File: src/rtl/mac_pipe.sv
// Two-stage pipelined unsigned multiply-accumulate: stage 1 registers a*b and the
// sample controls, stage 2 forms the mode-0 sum or the saturating running accumulate.
module mac_pipe #(
  parameter int WIDTH = 8,
  parameter int ACC_W = 2*WIDTH+4
) (
  input  logic             clk,
  input  logic             rst_n,
  input  logic             in_valid,
  input  logic [WIDTH-1:0] a,
  input  logic [WIDTH-1:0] b,
  input  logic [WIDTH-1:0] c,
  input  logic             acc_mode,
  input  logic             acc_clear,
  output logic             out_valid,
  output logic [ACC_W-1:0] data_out,
  output logic             sat
);

  localparam int PW = 2*WIDTH;
  localparam logic [ACC_W-1:0] ACC_MAX = {ACC_W{1'b1}};

  logic [PW-1:0]    prod_s;
  logic [PW-1:0]    p1_q;
  logic [WIDTH-1:0] c1_q;
  logic             m1_q;
  logic             clr1_q;
  logic             v1_q;

  logic [ACC_W-1:0] acc_q, acc_d;
  logic [ACC_W-1:0] data_q, data_d;
  logic             sat_q, sat_d;
  logic             ov_q;

  logic [ACC_W-1:0] acc_base_s;
  logic [ACC_W:0]   sum_s;
  logic [ACC_W-1:0] mode0_s;

  assign prod_s = {{WIDTH{1'b0}}, a} * {{WIDTH{1'b0}}, b};

  // Stage 1 capture; v1 follows in_valid every edge so gaps propagate unchanged.
  always_ff @(posedge clk or negedge rst_n) begin
    if (!rst_n) begin
      p1_q   <= {PW{1'b0}};
      c1_q   <= {WIDTH{1'b0}};
      m1_q   <= 1'b0;
      clr1_q <= 1'b0;
      v1_q   <= 1'b0;
    end else begin
      p1_q   <= prod_s;
      c1_q   <= c;
      m1_q   <= acc_mode;
      clr1_q <= acc_clear;
      v1_q   <= in_valid;
    end
  end

  // Stage 2 result selection; one guard bit above ACC_W flags accumulate overflow.
  always_comb begin
    acc_base_s = clr1_q ? {ACC_W{1'b0}} : acc_q;
    sum_s      = {1'b0, acc_base_s}
               + {{(ACC_W+1-PW){1'b0}}, p1_q}
               + {{(ACC_W+1-WIDTH){1'b0}}, c1_q};
    mode0_s    = {{(ACC_W-PW){1'b0}}, p1_q} + {{(ACC_W-WIDTH){1'b0}}, c1_q};
    acc_d      = acc_q;
    data_d     = data_q;
    sat_d      = sat_q;
    if (v1_q) begin
      if (m1_q) begin
        if (sum_s[ACC_W]) begin
          acc_d  = ACC_MAX;
          data_d = ACC_MAX;
          sat_d  = 1'b1;
        end else begin
          acc_d  = sum_s[ACC_W-1:0];
          data_d = sum_s[ACC_W-1:0];
          sat_d  = 1'b0;
        end
      end else begin
        data_d = mode0_s;
        sat_d  = 1'b0;
      end
    end else begin
      acc_d  = acc_q;
      data_d = data_q;
      sat_d  = sat_q;
    end
  end

  // Stage 2 registers; outputs are driven straight from these.
  always_ff @(posedge clk or negedge rst_n) begin
    if (!rst_n) begin
      acc_q  <= {ACC_W{1'b0}};
      data_q <= {ACC_W{1'b0}};
      sat_q  <= 1'b0;
      ov_q   <= 1'b0;
    end else begin
      acc_q  <= acc_d;
      data_q <= data_d;
      sat_q  <= sat_d;
      ov_q   <= v1_q;
    end
  end

  assign out_valid = ov_q;
  assign data_out  = data_q;
  assign sat       = sat_q;

endmodule

File: config.mk
export PLATFORM = sky130hd
export DESIGN_NAME = mac_pipe
export DESIGN_NICKNAME = d
export VERILOG_FILES = /design/src/rtl/mac_pipe.sv
export SDC_FILE = /design/constraint.sdc
export NUM_CORES = 1
export LEC_CHECK = 0
export CAP_MARGIN = 20
export CORE_ASPECT_RATIO = 1.75
export CORE_MARGIN = 4
export CORE_UTILIZATION = 55
export CTS_BUF_LIST = sky130_fd_sc_hd__clkbuf_4
export DETAILED_ROUTE_END_ITERATION = 10
export GPL_ROUTABILITY_DRIVEN = 0
export GPL_TIMING_DRIVEN = 1
export PLACE_DENSITY = 0.78
export SYNTH_ARGS = -nofsm -noshare
export SYNTH_HDL_FRONTEND = slang
export SYNTH_SLANG_ARGS = --single-unit
File: constraint.sdc
create_clock -name clk -period 3.3 [get_ports clk]
set_clock_uncertainty 0.1 [all_clocks]
set_input_delay 0.825 -clock clk [delete_from_list [all_inputs] [get_ports clk]]
set_output_delay 0.825 -clock clk [all_outputs]
set_load 0.1 [all_outputs]
==> reports/summary.json, run 1 <==
{
  "run_status": "finished, violations left",
  "violations": "setup timing",
  "viasPerCell": 5.97,
  "flow.area_growth_from_synthesis_pct": 37.7,
  "holdCritPathClass": "reg -> reg",
  "hold-path-endpoint": "acc_q[4]$_DFFE_PN0P_",
  "timing.fmax_mhz": 238,
  "syn-cell-area_um2": 6160,
  "track_usage_pct": 25.7,
  "timing.max_slew.rel_slack_pct": 40.7,
  "initial_utilization_pct": 57.0,
  "synth_area_leader_cell": "sky130_fd_sc_hd__dfrtp_1",
  "core.rowCount": 50,
  "maximum_number_of_pins_on_one_net_before_global_route_repair": 70,
  "design.die.area_um2": 13000,
  "die_extent_in_x_um": 88.0,
  "ys_types": 64,
  "pwr-share-comb_pct": 75.2,
  "worstHoldStart": "acc_q[4]$_DFFE_PN0P_",
  "critPathRequiredTime_ns": 3.56,
  "pwr-share-seq_pct": 17.7,
  "grt_overflow_total": 0,
  "drt_first_pass_iters": 6,
  "routed_wl_um": 18200,
  "cts.root.buffer_cell": "sky130_fd_sc_hd__clkbuf_4",
  "power.leakage_uw": 0.00401,
  "finish.net_count": 945,
  "yosys.area.top_type_share_pct": 28.0,
  "synth.yosys.warnings": 0,
  "timing_hold_violations_final": 0,
  "synthCells": 642,
  "synth.ff_latch_count": 69,
  "timing.final.crit_share_pct": 127,
  "synth_area_per_cell_um2": 9.60,
  "final.setup.worst_slack_ns": -0.906,
  "synth_top_cells_by_area": "sky130_fd_sc_hd__dfrtp_1 28%, sky130_fd_sc_hd__fa_1 15%, sky130_fd_sc_hd__ha_1 14%",
  "io_buffers": 50,
  "first_global_vias": 5879,
  "min_delay_path_depth": 2,
  "finalCriticalPeriod_ns": 4.21,
  "worst-r2r-cell-count": 14,
  "worst_ir_drop_vdd_mv": 0.985,
  "finished_core_util_pct": 78.4,
  "criticalPathCategory": "in -> reg",
  "place.detailed.instances": 901,
  "worst_slew_pin_slew_ns": 0.890,
  "synth_sequential_area_ratio_pct": 28.0,
  "clock_power_share_pct": 7.1,
  "setup.reg_to_reg.worst_slack_ns": -0.17,
  "drc_errors": 0,
  "timing.rr.end": "data_out[11]$_DFFE_PN0P_",
  "clk_pin_slew_worst_paths_ns": 0.12,
  "synth.most_common_cell": "sky130_fd_sc_hd__dfrtp_1",
  "detailed_place.area_um2": 7500,
  "switching_power_uw": 3920,
  "grt_first_pass_wirelength_um": 26600,
  "fin_worst_hold_slack_ns": 0.403,
  "postSynth.asyncResetShare_pct": 100,
  "power.share.switching_pct": 49.5,
  "synth_top_flop_cell": "sky130_fd_sc_hd__dfrtp_1",
  "antenna_found_initial": 1,
  "synthTopCellsByCount": "69 x sky130_fd_sc_hd__dfrtp_1, 68 x sky130_fd_sc_hd__ha_1, 68 x sky130_fd_sc_hd__inv_1",
  "core_footprint_um2": 10800,
  "drv.max_cap_violation_count": 0,
  "startpoint_type": "input pin",
  "total_power_per_unit_cell_area_nw_per_um2": 933,
  "insertion_delay_ns": 0.46,
  "ratio_of_cells_with_drive_above_1_in_the_final_layout_pct": 36.1,
  "chipHeight_um": 148,
  "layoutNonFillerInstCount": 938,
  "drt_iter0_markers": 351,
  "cp_max_fo": 3,
  "type_of_element_capturing_the_critical_path": "flip-flop",
  "longest_clk_path_bufs": 2,
  "ios": 51,
  "vias": 5604,
  "cts_tree": "done",
  "clock_tree.htree_level_count": 3,
  "synth-edff-count": 0,
  "drt-wirelength-per-cell_um": 19.4,
  "cts-buffers-inserted": 9,
  "rsz0062_at_grt": "true",
  "worst_r2r_startpoint": "clr1_q$_DFF_PN0_",
  "clock-sinks": 69,
  "place_hpwl_um": 12500,
  "count_of_antenna_violating_nets_left_after_detailed_routing": 0,
  "design_area_um2": 8490,
  "worst_ep_arrival_time_ns": 4.47,
  "slew_viols_final": 0,
  "synth.net_count": 785,
  "setup_viol": 44,
  "internal_power_uw": 4000
}
[flip-flops by register name, indices dropped and copies added, names as in the netlist]
register   count
acc_q         20
c1_q           8
clr1_q         1
data_out      20
m1_q           1
out_valid      1
p1_q          16
sat            1
v1_q           1
[kinds of logic (layout without fill, tap and decap cells)]
group / count (synthesis) / count (layout) / synth area share [%]
and+or+nand+nor: 213 / 213 / 17.9
AOI/OAI and AO/OA: 130 / 130 / 15.2
adders and majority gates: 114 / 114 / 28.7
buffers and inverters: 81 / 246 / 4.97
DFF: 69 / 69 / 28.0
xor gates and xnor gates: 31 / 31 / 4.40
muxes: 4 / 4 / 0.690
other: 0 / 1 / 0
[final cells by class]
class	instances	area (µm²)
timing repair buffer	161	1400
inverter	69	259
fill	632	2330
clock inverter	6	63.8
antenna	1	2.50
sequential	69	1730
multi-input combinational	492	4800
clock buffer	10	75.1
tap	130	163
[cells in the final DEF, fill, tap and decap left out, types with 7 or more instances in the layout]
cell type | netlist | final
sky130_fd_sc_hd__buf_4 | 0 | 109
sky130_fd_sc_hd__dfrtp_1 | 69 | 68
sky130_fd_sc_hd__inv_1 | 68 | 58
sky130_fd_sc_hd__ha_1 | 68 | 51
sky130_fd_sc_hd__and2_1 | 56 | 45
sky130_fd_sc_hd__fa_1 | 46 | 38
sky130_fd_sc_hd__nand2_1 | 44 | 34
sky130_fd_sc_hd__nor2_1 | 43 | 34
sky130_fd_sc_hd__buf_6 | 0 | 31
sky130_fd_sc_hd__xnor2_1 | 23 | 22
sky130_fd_sc_hd__a21oi_1 | 28 | 18
sky130_fd_sc_hd__ha_4 | 0 | 16
sky130_fd_sc_hd__nor2b_1 | 22 | 14
sky130_fd_sc_hd__o21ai_0 | 21 | 13
sky130_fd_sc_hd__and2_4 | 0 | 11
sky130_fd_sc_hd__inv_2 | 1 | 11
sky130_fd_sc_hd__o21a_1 | 11 | 11
sky130_fd_sc_hd__clkdlybuf4s50_1 | 0 | 11
sky130_fd_sc_hd__nand3_1 | 12 | 10
sky130_fd_sc_hd__clkbuf_4 | 0 | 10
sky130_fd_sc_hd__a21oi_2 | 0 | 9
sky130_fd_sc_hd__fa_2 | 0 | 8
sky130_fd_sc_hd__nor3_1 | 8 | 7
sky130_fd_sc_hd__a21o_1 | 7 | 7
sky130_fd_sc_hd__xor2_1 | 8 | 7
[worst max path at each step]
| stage | start | end | slack, ns | cells past startpoint |
|---|---|---|---|---|
| floorplan | a[2] | p1_q[15]$_DFF_PN0_ | -1.08 | 16 |
| global placement | a[2] | p1_q[15]$_DFF_PN0_ | -1.95 | 18 |
| detailed placement | a[2] | p1_q[15]$_DFF_PN0_ | -2.10 | 18 |
| CTS | a[4] | p1_q[15]$_DFF_PN0_ | -0.92 | 16 |
| global route | a[5] | p1_q[15]$_DFF_PN0_ | -1.07 | 17 |
| finish | a[5] | p1_q[15]$_DFF_PN0_ | -0.91 | 17 |
[through the flow]
| step | setup TNS [ns] | total power (µW) | setup WS, ns |
|---|---|---|---|
| floorplan | -7.05 | 4680 | -1.08 |
| global route | -12.75 | 8370 | -1.07 |
| detailed placement | -20.32 | 6150 | -2.10 |
| global placement | -18.97 | 5980 | -1.95 |
| finish | -8.57 | 7920 | -0.906 |
| CTS | -6.35 | 7030 | -0.916 |
[power by group through the flow]
stage	clock [µW]	combinational [µW]	sequential, µW
after global placement	0	4600	1380
after floorplan	0	2630	2040
after CTS	556	5090	1380
final	562	5960	1400
after detailed placement	0	4760	1390
after global routing	597	6350	1420
[worst max-delay path, cell delays in order]
cell and delay, ns:
sky130_fd_sc_hd__buf_8 0.09, sky130_fd_sc_hd__nand2_4 0.05, sky130_fd_sc_hd__fa_1 0.50, sky130_fd_sc_hd__fa_1 0.55, sky130_fd_sc_hd__inv_1 0.05, sky130_fd_sc_hd__fa_1 0.47, sky130_fd_sc_hd__inv_1 0.04, sky130_fd_sc_hd__fa_1 0.49
sky130_fd_sc_hd__inv_2 0.04, sky130_fd_sc_hd__ha_4 0.26, sky130_fd_sc_hd__o21a_1 0.15, sky130_fd_sc_hd__o31a_1 0.22, sky130_fd_sc_hd__nor4_2 0.06, sky130_fd_sc_hd__nor3_2 0.23, sky130_fd_sc_hd__a211oi_2 0.12, sky130_fd_sc_hd__a21oi_1 0.18
sky130_fd_sc_hd__xnor2_1 0.15
[routing by layer]
layer	vias up	wire length [µm]	GRT usage, %
met4	0	983	11.6
met2	246	10200	49.3
met1	2756	6130	26.4
met5	-	0	0
met3	85	913	3.77
li1	2517	-	-
[repair_timing]
action	4_1_cts	5_1_grt
hold buffers	0	0
cloned	0	0
pin swaps	46	63
gates resized for setup	141	99
setup endpoints to repair	41	36
setup buffers	7	17
(Power assumes the default switching activity.)
==> run 2: changes to the inputs <==
--- a/config.mk
+++ b/config.mk
@@ -11,7 +11,7 @@
 export CORE_UTILIZATION = 55
 export CTS_BUF_LIST = sky130_fd_sc_hd__clkbuf_4
 export DETAILED_ROUTE_END_ITERATION = 10
-export GPL_ROUTABILITY_DRIVEN = 0
+export GPL_ROUTABILITY_DRIVEN = 1
 export GPL_TIMING_DRIVEN = 1
 export PLACE_DENSITY = 0.78
 export SYNTH_ARGS = -nofsm -noshare
==> reports/summary.json, run 2 (synthesis results as in run 1) <==
{
  "timing.final.crit_share": {"value": 127, "unit": "%", "change": "about the same"},
  "setup_viol": {"value": 39, "change": "-11%"},
  "cts-hold-fix-buffers": {"value": 0, "change": "unchanged"},
  "antenna_found_initial": {"value": 1, "change": "unchanged"},
  "place.detailed.instances": {"value": 902, "change": "+0.11%"},
  "cp_max_fo": {"value": 5, "change": "+2"},
  "violations": "setup timing",
  "rsz0062_at_grt": "true",
  "holdCritPathClass": "in -> async",
  "design_area": {"value": 8530, "unit": "µm²", "change": "+0.52%"},
  "run_status": "finished, violations left",
  "cp_top_family": "adder cells",
  "final_cell_mix": "118 x sky130_fd_sc_hd__buf_4, 68 x sky130_fd_sc_hd__dfrtp_1, 59 x sky130_fd_sc_hd__inv_1",
  "core.rowCount": {"value": 50, "change": "unchanged"},
  "detailed_place.area": {"value": 7520, "unit": "µm²", "change": "+0.27%"},
  "worst_ep_arrival_time": {"value": 4.42, "unit": "ns", "change": "-0.05 ns"},
  "clk_pin_slew_worst_paths": {"value": 0.12, "unit": "ns", "change": "about the same"},
  "timing.critical_path.slowest_stage_cell": "sky130_fd_sc_hd__fa_1",
  "critPathRequiredTime": {"value": 3.51, "unit": "ns", "change": "-0.05 ns"},
  "io_buffers": {"value": 50, "change": "unchanged"},
  "final.setup.worst_slack": {"value": -0.906, "unit": "ns", "change": "-0.000531 ns"},
  "first_global_vias": {"value": 5660, "change": "-3.7%"},
  "cts_tree": "done",
  "cpMostUsedCell": "sky130_fd_sc_hd__fa_1",
  "grt_overflow_total": {"value": 0, "change": "unchanged"},
  "longest_clk_path_bufs": {"value": 2, "change": "unchanged"},
  "total_power_per_unit_cell_area": {"value": 930, "unit": "nW/µm²", "change": "-0.32%"},
  "pwr-share-seq": {"value": 17.6, "unit": "%", "change": "about the same"},
  "drt_first_pass_iters": {"value": 4, "change": "-2"},
  "insertion_delay": {"value": 0.45, "unit": "ns", "change": "about the same"},
  "timing.critical_path.cells": "buf_6 > buf_4 > and2_1 > fa_2 > fa_1 > ha_1 > inv_1 > fa_1 > inv_2 > ha_4 > nor2b_2 > o31a_1 > nor4_4 > nor3_4 > a211oi_4 > a21oi_2 > xnor2_1",
  "cts-buffers-inserted": {"value": 9, "change": "unchanged"},
  "finished_core_util": {"value": 78.8, "unit": "%", "change": "+0.40 points"},
  "startpoint_type": "input pin",
  "timing_hold_violations_final": {"value": 0, "change": "unchanged"},
  "routed_wl": {"value": 18500, "unit": "µm", "change": "+1.3%"},
  "count_of_antenna_violating_nets_left_after_detailed_routing": {"value": 0, "change": "unchanged"},
  "slew_viols_final": {"value": 0, "change": "unchanged"},
  "cpPeakStageDelay": {"value": 0.51, "unit": "ns", "change": "-0.04 ns"},
  "viasPerCell": {"value": 5.90, "change": "-1.3%"},
  "timing.max_slew.rel_slack": {"value": 51.3, "unit": "%", "change": "+11 points"},
  "drc_errors": {"value": 0, "change": "unchanged"},
  "clock_power_share": {"value": 7.1, "unit": "%", "change": "about the same"},
  "grt_first_pass_wirelength": {"value": 26400, "unit": "µm", "change": "-0.83%"},
  "clock-sinks": {"value": 69, "change": "unchanged"},
  "worst_slew_pin_slew": {"value": 0.730, "unit": "ns", "change": "-0.160 ns"},
  "pwr-share-comb": {"value": 75.3, "unit": "%", "change": "about the same"},
  "flow.area_growth_from_synthesis_pct": 38.4,
  "internal_power": {"value": 4070, "unit": "µW", "change": "+1.6%"},
  "chipHeight": {"value": 148, "unit": "µm", "change": "unchanged"},
  "switching_power": {"value": 3870, "unit": "µW", "change": "-1.3%"},
  "worst_ir_drop_vdd": {"value": 0.761, "unit": "mV", "change": "-23%"},
  "place_ws": {"value": -2.08, "unit": "ns", "change": "+0.0236 ns"},
  "power.leakage": {"value": 0.00407, "unit": "µW", "change": "+1.5%"},
  "layoutNonFillerInstCount": {"value": 945, "change": "+0.75%"},
  "routabilityCongestion": 0.908,
  "ios": {"value": 51, "change": "unchanged"},
  "design.die.area": {"value": 13000, "unit": "µm²", "change": "unchanged"},
  "drt-wirelength-per-cell": {"value": 19.5, "unit": "µm", "change": "+0.54%"},
  "fin_total_pwr": {"value": 7930, "unit": "µW", "change": "+0.20%"},
  "vias": {"value": 5574, "change": "-0.54%"},
  "final_common_cell": "sky130_fd_sc_hd__buf_4",
  "clock_tree.htree_level_count": {"value": 3, "change": "unchanged"},
  "core_footprint": {"value": 10800, "unit": "µm²", "change": "unchanged"},
  "drv.max_cap_violation_count": {"value": 0, "change": "unchanged"},
  "timing.fmax": {"value": 238, "unit": "MHz", "change": "about the same"},
  "die_extent_in_x": {"value": 88.0, "unit": "µm", "change": "unchanged"},
  "drt_iter0_markers": {"value": 289, "change": "-18%"},
  "finalCriticalPeriod": {"value": 4.21, "unit": "ns", "change": "+0.000531 ns"},
  "type_of_element_capturing_the_critical_path": "flip-flop",
  "criticalPathCategory": "in -> reg",
  "place_hpwl": {"value": 12700, "unit": "µm", "change": "+1.9%"},
  "initial_utilization": {"value": 57.0, "unit": "%", "change": "unchanged"},
  "track_usage": {"value": 25.9, "unit": "%", "change": "+0.22 points"},
  "ratio_of_cells_with_drive_above_1_in_the_final_layout": {"value": 36.5, "unit": "%", "change": "+0.43 points"},
  "cts.root.buffer_cell": "sky130_fd_sc_hd__clkbuf_4",
  "maximum_number_of_pins_on_one_net_before_global_route_repair": {"value": 42, "change": "-40%"},
  "finish.net_count": {"value": 952, "change": "+0.74%"},
  "power.share.switching": {"value": 48.7, "unit": "%", "change": "-0.72 points"},
  "crit_buf_inv": {"value": 4, "change": "unchanged"}
}
[run 2: changes by cell type in the layout (fill, tap and decap cells not counted), moves of 3 or more]
| cell | change |
|---|---|
| sky130_fd_sc_hd__and2_1 | -3 |
| sky130_fd_sc_hd__buf_4 | +9 |
| sky130_fd_sc_hd__buf_6 | -5 |
| sky130_fd_sc_hd__nand2_1 | +3 |
| sky130_fd_sc_hd__and2_4 | +3 |
| sky130_fd_sc_hd__nor3_1 | -3 |
| sky130_fd_sc_hd__ha_4 | -4 |
| sky130_fd_sc_hd__ha_1 | +3 |
| sky130_fd_sc_hd__buf_12 | +3 |
[run 2: cell type report]
cell class	count	area, µm²
inverter	69	259
clock inverter	6	63.8
antenna	1	2.50
timing repair buffer	167	1440
fill	633	2290
sequential	69	1730
tap	130	163
multi-input combinational	493	4800
clock buffer	10	75.1
[run 2: routing by layer]
layer / wire [µm] / part of all wire [%] / up-vias / GRT usage (%)
li1: - / - / 2532 / -
met1: 6150 / 33 / 2785 / 26.7
met2: 10600 / 57 / 180 / 48.9
met3: 803 / 4.3 / 77 / 3.88
met4: 943 / 5.1 / 0 / 13.2
met5: 0 / 0 / - / 0
[run 2: final timing paths]
| path | start | endpoint | slack [ns] | cells after the start |
|---|---|---|---|---|
| setup reg to reg | clr1_q$_DFF_PN0_ | data_out[2]$_DFFE_PN0P_ | -0.21 | 13 |
| hold / removal | rst_n | acc_q[16]$_DFFE_PN0P_ | 0.32 | 1 |
| max in group asynchronous | rst_n | clr1_q$_DFF_PN0_ | 2.09 | 2 |
| setup / recovery | b[3] | p1_q[15]$_DFF_PN0_ | -0.91 | 17 |
| min in group clk | acc_q[11]$_DFFE_PN0P_ | acc_q[11]$_DFFE_PN0P_ | 0.40 | 1 |
| hold reg to reg | acc_q[11]$_DFFE_PN0P_ | acc_q[11]$_DFFE_PN0P_ | 0.40 | 1 |
[run 2: per-stage QoR]
step           hold WS [ns]  setup TNS (ns)
2_1_floorplan         0.252           -7.05
3_3_place_gp          0.354          -18.81
3_5_place_dp          0.358          -20.98
4_1_cts               0.327           -6.42
5_1_grt               0.340          -11.90
6_report              0.321           -9.29
[run 2: worst reg2reg max path: stages, from the launching register on]
cell	delay, ns
sky130_fd_sc_hd__dfrtp_2	0.48
sky130_fd_sc_hd__buf_6	0.16
sky130_fd_sc_hd__nor2b_4	0.12
sky130_fd_sc_hd__fa_1	0.49
sky130_fd_sc_hd__ha_1	0.36
sky130_fd_sc_hd__a211oi_2	0.25
sky130_fd_sc_hd__o21ai_2	0.13
sky130_fd_sc_hd__o211ai_2	0.31
sky130_fd_sc_hd__a31oi_4	0.16
sky130_fd_sc_hd__buf_6	0.16
sky130_fd_sc_hd__nor2_4	0.16
sky130_fd_sc_hd__buf_6	0.18
sky130_fd_sc_hd__nand2_2	0.05
sky130_fd_sc_hd__a221o_1	0.30
[run 2: power groups by stage]
stage	Sequential [µW]	Combinational [µW]	Clock [µW]
after CTS	1380	5010	559
final	1400	5980	560
after global routing	1420	6420	603
after detailed placement	1390	4770	0
after global placement	1380	4600	0
after floorplan	2040	2630	0
[run 2: repair_timing]
action / in CTS / in global routing
buffers inserted: 8 / 19
resized for setup: 129 / 114
setup endpoints to repair: 43 / 43
gates cloned: 0 / 1
pin swaps: 40 / 58
